===== config.mk =====
export PLATFORM = sky130hd
export DESIGN_NAME = serial_add_ctrl
export DESIGN_NICKNAME = d
export VERILOG_FILES = /design/src/rtl/serial_add_ctrl.sv
export SDC_FILE = /design/constraint.sdc
export NUM_CORES = 1
export LEC_CHECK = 0
export ABC_AREA = 0
export CORE_UTILIZATION = 50
export CTS_BUF_LIST = sky130_fd_sc_hd__clkbuf_4
export CTS_CLUSTER_DIAMETER = 60
export DETAILED_ROUTE_END_ITERATION = 6
export GPL_TIMING_DRIVEN = 0
export PLACE_DENSITY = 0.76
export SYNTH_ARGS = -nofsm -noshare
export SYNTH_HDL_FRONTEND = slang
export SYNTH_SLANG_ARGS = --single-unit

===== constraint.sdc =====
create_clock -name clk -period 4 [get_ports clk]
set_input_delay 0.4 -clock clk [delete_from_list [all_inputs] [get_ports clk]]
set_output_delay 0.4 -clock clk [all_outputs]
set_load 0.05 [all_outputs]

===== src/rtl/serial_add_ctrl.sv =====
// rtl/serial_add_ctrl.sv - bit-serial N-bit adder sequencing one decoder-based full-adder cell
// fa_decoder is the shared 1-bit cell; serial_add_ctrl feeds it LSB first and recirculates the carry.

module fa_decoder (
  input  logic A,
  input  logic B,
  input  logic Cin,
  output logic S,
  output logic Cout
);
  logic [7:0] minterm;

  always_comb begin
    minterm = '0;
    minterm[{A, B, Cin}] = 1'b1;
  end

  assign S    = minterm[1] | minterm[2] | minterm[4] | minterm[7];
  assign Cout = minterm[3] | minterm[5] | minterm[6] | minterm[7];
endmodule

module serial_add_ctrl #(
  parameter int WIDTH = 8
) (
  input  logic             clk,
  input  logic             reset,
  input  logic             start,
  input  logic [WIDTH-1:0] a,
  input  logic [WIDTH-1:0] b,
  input  logic             cin,
  output logic             busy,
  output logic             done,
  output logic [WIDTH-1:0] sum,
  output logic             cout
);
  localparam int CW = (WIDTH > 1) ? $clog2(WIDTH) : 1;

  typedef enum logic [1:0] {IDLE, RUN, DONE} state_t;

  state_t           state, state_nxt;
  logic [WIDTH-1:0] a_sh, b_sh, sum_sh, sum_q;
  logic             carry, cout_q;
  logic [CW-1:0]    cnt;
  logic             fa_s, fa_c;
  logic             last_bit;
  logic [WIDTH-1:0] sum_sh_nxt;

  fa_decoder u_fa (
    .A    (a_sh[0]),
    .B    (b_sh[0]),
    .Cin  (carry),
    .S    (fa_s),
    .Cout (fa_c)
  );

  assign last_bit   = (cnt == CW'(WIDTH - 1));
  assign sum_sh_nxt = {fa_s, sum_sh[WIDTH-1:1]};

  always_ff @(posedge clk or posedge reset) begin
    if (reset) state <= IDLE;
    else       state <= state_nxt;
  end

  always_comb begin
    state_nxt = state;
    case (state)
      IDLE:    if (start) state_nxt = RUN;
      RUN:     if (last_bit) state_nxt = DONE;
      DONE:    state_nxt = IDLE;
      default: state_nxt = IDLE;
    endcase
  end

  always_comb begin
    busy = (state == RUN);
    done = (state == DONE);
  end

  // Result registers are loaded only on the final RUN edge so they hold through IDLE.
  always_ff @(posedge clk or posedge reset) begin
    if (reset) begin
      a_sh   <= '0;
      b_sh   <= '0;
      sum_sh <= '0;
      carry  <= 1'b0;
      cnt    <= '0;
      sum_q  <= '0;
      cout_q <= 1'b0;
    end else begin
      case (state)
        IDLE: begin
          if (start) begin
            a_sh   <= a;
            b_sh   <= b;
            carry  <= cin;
            cnt    <= '0;
            sum_sh <= '0;
          end
        end
        RUN: begin
          a_sh   <= a_sh >> 1;
          b_sh   <= b_sh >> 1;
          sum_sh <= sum_sh_nxt;
          carry  <= fa_c;
          if (last_bit) begin
            sum_q  <= sum_sh_nxt;
            cout_q <= fa_c;
          end else begin
            cnt <= cnt + CW'(1);
          end
        end
        default: ;
      endcase
    end
  end

  assign sum  = sum_q;
  assign cout = cout_q;
endmodule


Word-level counts from Yosys, hierarchy flattened

Cells that the tools add are included.

Reductions and logical operators: 7
$lt $le $gt $ge: 2
Equality and inequality tests: 6
Bitwise gates (word level): 6
Multiplexer cells: 16
Add/sub/neg operators: 1

Operator list:

| operator              | number |
|---|---|
| $pmux W8 S2           | 3 |
| $mux W8               | 3 |
| $mux W3               | 2 |
| $or A1 B1 Y1          | 6 |
| $pmux W3 S2           | 1 |
| $reduce_and A2 Y1     | 3 |
| $lt A3 B4 Y1 const B  | 1 |
| $mux W2               | 2 |
| $ne A2 B2 Y1 const B  | 2 |
| $pmux W2 S2           | 1 |
| $add A3 B1 Y3 const B | 1 |
| $demux W1 S3          | 1 |
| $eq A3 B3 Y1 const B  | 1 |
| $ge A3 B1 Y1 const B  | 1 |
| $reduce_and A3 Y1     | 1 |
| $eq A2 B1 Y1 const B  | 1 |
| $eq A2 B2 Y1 const B  | 1 |
| $logic_not A2 Y1      | 1 |
| $mux W1               | 2 |
| $ne A2 B1 Y1 const B  | 1 |
| $pmux W1 S2           | 1 |
| $reduce_bool A2 Y1    | 1 |
| $logic_and A1 B1 Y1   | 1 |

Output and inout port bits: 11
Input port bits: 20
Register bits: 39
Word-level logic and storage cells: 46

Longest topological paths before layout

Depth after elaboration: 8
Mapped depth: 6
Gate-level depth less buffers: 5

Cells and area by module

A second synthesis with hierarchy kept.

Cell total of the unflattened synthesis: 144
Area, all modules: 1,726.7 um^2

Modules (own cells, without submodules):

| module          | cells an instance | instances | area each (um^2) |
|---|---|---|---|
| serial_add_ctrl | 143               | 1         | 1,706.6 |
| fa_decoder      | 1                 | 1         | 20.0 |

Worst setup path before layout

Ideal clock, no wire load.

Path type: flip-flop to output port
From: reg state[1]
To: out done
Arrival: 1.422 ns
Stages on the path, launching flop included: 5
Required time: 3.600 ns
Path buffers: 2
Slack: 2.178 ns
Path through: dfrtp_1 -> buf_2 -> inv_1 -> buf_2 -> nor2_1

Longest elaborated chain between the ends: 1

Ends and longest elaborated chain:

| element                  | RTL line | text |
|---|---|---|
| start: declaration       | 40       | `state_t state, state_nxt;` |
| start signal: assignment | 61       | `else state <= state_nxt;` |
| $eq A2 B2 Y1             | 76       | `done = (state == DONE);` |
| end: declaration         | 32       | `output logic done,` |

Every way passes these cells.

Final worst setup path

Same ends and word-level chain as after synthesis.

==> results by group <==
Run status
  – Status: finished clean

Synthesis
  – Synth Register Bits: 38
  – Synth warnings: 0
  – Synth Area in Simple Gates: 5.77%
  – Mux cell area share after synthesis: 6.07%
  – Biggest area contributors in the synthesized netlist: dfrtp_1 (57%), o22ai_1 (9.7%), mux2_2 (6.1%), a21oi_1 (4.8%), a22o_1 (3.7%)
  – Avg Cell Area, Syn: 11.7 sq um
  – Post-Synth XOR/XNOR Area: 0%
  – Cell variety after synth: 30
  – Main combinational cell family by area after synthesis: compound AO/OA/AOI/OAI gates
  – Sequential element share of the synthesized area: 57.0%
  – Synth Area in Compound Gates: 23.8%
  – Synth Instances: 143
  – Mapped Nets: 166
  – Yosys top cell by area: dfrtp_1
  – Post-synth top area share: 57.0%
  – Syn Std Cell Area: 1670 sq um
  – Synth Area in Adders: 2.70%

Power
  – Worst ir drop on vdd: 476 uV
  – PD cells: 760 nW/um^2
  – Leakage: 0.000889 uW

Routing
  – Metal2 WL: 1720 microns
  – Via count: 1,299
  – DRC: 0
  – Drt first pass iters: 4
  – Initial DRC count: 73
  – Drt wl/cell: 15.7 microns
  – Drt via density: 5.77
  – Post-DRT Antenna Nets: 0
  – Metal-1 WL: 1600 microns
  – Highest metal used: met4
  – Post-Route WL: 3530 microns
  – Met3 WL post-DR: 180 microns

Setup path
  – Crit-path slowest cell: clkdlybuf4s50_1
  – Cell mode on critical path: buf_2
  – Crit path required time: 3.60 ns
  – Crit path DAT: 2.19 ns
  – Critical Path End Type: output port
  – Worst path bufs/invs: 4
  – Max FO, Critical Path: 10
  – Max stage delay on crit path: 0.80 ns
  – Setup crit start kind: register
  – Crit path max-delay family: buffers and inverters
  – Setup CP Type: register to output port
  – Flop-to-flop setup slack: 2.34 ns
  – Worst-path cell chain: buf_2 -> inv_1 -> buf_2 -> nor2_1 -> clkdlybuf4s50_1

STA
  – Max-slew headroom: 48.6%
  – Crit share post-route: 64.7%
  – RSZ-0062 raised after global routing: no
  – Max frequency: 387 MHz
  – Setup violations, final: 0
  – Clock skew: 0.0120 ns
  – Final min period: 2.59 ns
  – Final Hold Fails: 0
  – Worst Max-Slew Pin Slew: 0.770 ns
  – Setup TNS: 0 ns
  – Pins Over Slew Limit: 0

Global routing
  – First-pass GRT wire length: 5780 microns
  – GRT overflow: 0
  – Tot GR Track Use: 22.5%
  – Vias in the first global route: 1,238
  – Largest net degree at the start of global routing: 39
  – Initial antenna violation count: 0

Job
  – Max cap viols: 0

Placement
  – Number of port buffers: 30
  – Global placer's final weighted congestion: 0.830
  – HPWL after DPL: 2440 microns
  – Placed Area: 2020 sq um

Finish
  – Layout cells sized above 1: 17.1%
  – Most frequent cells in the layout: dfrtp_1 (38), clkdlybuf4s50_1 (30), o22ai_1 (26), a21oi_1 (16), mux2_2 (9)
  – Final nets: 203
  – Ant. Diodes: 0
  – Commonest non-fill, non-tap cell in the layout: dfrtp_1
  – Post-route design area: 2080 sq um
  – Filler cells: 278
  – Area grow syn2layout: 24.5%

Clock network
  – Clock root cell: clkbuf_4
  – Cts hold-fix bufs: 0
  – Worst-path clk slew: 0.10 ns
  – CTS Buffer Depth: 2
  – Setup bufs post-CTS: 0
  – TritonCTS clock tree: yes
  – # H-tree levels: 2
  – CTS sink cnt: 38
  – CTS buffer count: 5
  – Worst-Skew Late Latency: 0.34 ns
  – Resized Gates After CTS: 0

Floorplanning
  – Initial Util: 53.8%
  – Chip width: 59.8 microns
  – Core Area: 3100 sq um
  – Die Height: 59.8 microns
  – Die ar.: 3570 sq um
  – Num rows: 20
  – Ports: 31

Hold path
  – Hold crit path type: register to register
==> Yosys cell counts, drive strengths merged <==
| master | n |
|---|---|
| or4b | 1 |
| clkbuf | 2 |
| fa | 1 |
| a22oi | 2 |
| o2bb2ai | 3 |
| o22a | 1 |
| inv | 5 |
| a22o | 7 |
| clkinv | 1 |
| o22ai | 26 |
| nor2 | 4 |
| a21oi | 17 |
| ha | 2 |
| nand2 | 4 |
| mux2 | 9 |
| o21ai | 6 |
| nor2b | 1 |
| buf | 8 |
| nor3 | 1 |
| dfrtp | 38 |
| nor3b | 1 |
| nand2b | 3 |
==> path summary, 6_finish.rpt <==
kind / cells past startpoint / end / startpoint
worst min register to register: 1 / sum[1] / sum[1]
min in group asynchronous: 2 / cnt[2] / reset
worst max-delay path: 5 / done / state[1]
worst max register to register: 5 / sum[6] / cnt[0]
max in group asynchronous: 2 / cout / reset
worst min-delay path: 1 / sum[1] / sum[1]
==> routing by layer <==
metal | up-vias | GRT usage [%]
li1 | 612 | -
met1 | 646 | 29.2
met2 | 37 | 36.0
met3 | 4 | 7.58
met4 | 0 | 5.98
met5 | - | 0
==> kinds of logic after synthesis <==
| logic type | count (synthesis) |
|---|---|
| AND/OR/NAND/NOR | 15 |
| adder cells (fa/ha/maj) | 3 |
| AO/OA/AOI/OAI | 62 |
| flip-flops | 38 |
| buffers and inverters | 16 |
| multiplexers | 9 |
==> power by group <==
group	internal [uW]	leakage (uW)	switching [uW]
clock network	72.9	0.0000331	119
registers	548	0.000462	125
logic	302	0.000395	412
==> cell type report <==
cell class / count / area, sq um / area share (%)
Inverter: 6 / 22.5 / 1.08
Buffer: 10 / 56.3 / 2.71
Multi-Input combinational cell: 89 / 639 / 30.8
Timing Repair Buffer: 30 / 300 / 14.4
Sequential cell: 38 / 951 / 45.8
Tap cell: 44 / 55.1 / 2.65
Clock inverter: 2 / 8.76 / 0.421
Clock buffer: 6 / 45.0 / 2.17
==> sequential cells by signal (all words and copies together), names as in the netlist <==
register and cells:
a_sh 8, b_sh 8, sum 8, sum_sh 7
cnt 3, state 2, carry 1, cout 1
==> stage by stage <==
step | power [uW] | setup slack (ns) | utilization (%) | hold slack (ns) | instances
4_1_cts | 1590 | 1.40 | 67.0 | 0.519 | 225
6_report | 1580 | 1.41 | 67.0 | 0.513 | 225
3_3_place_gp | 1360 | 1.82 | 65.2 | 0.490 | 217
3_5_place_dp | 1390 | 1.78 | 65.2 | 0.495 | 217
2_1_floorplan | 1170 | 2.18 | - | 0.469 | 143
5_1_grt | 1690 | 1.27 | 67.0 | 0.541 | 225
No activity file was read; power rests on OpenSTA's default activity.
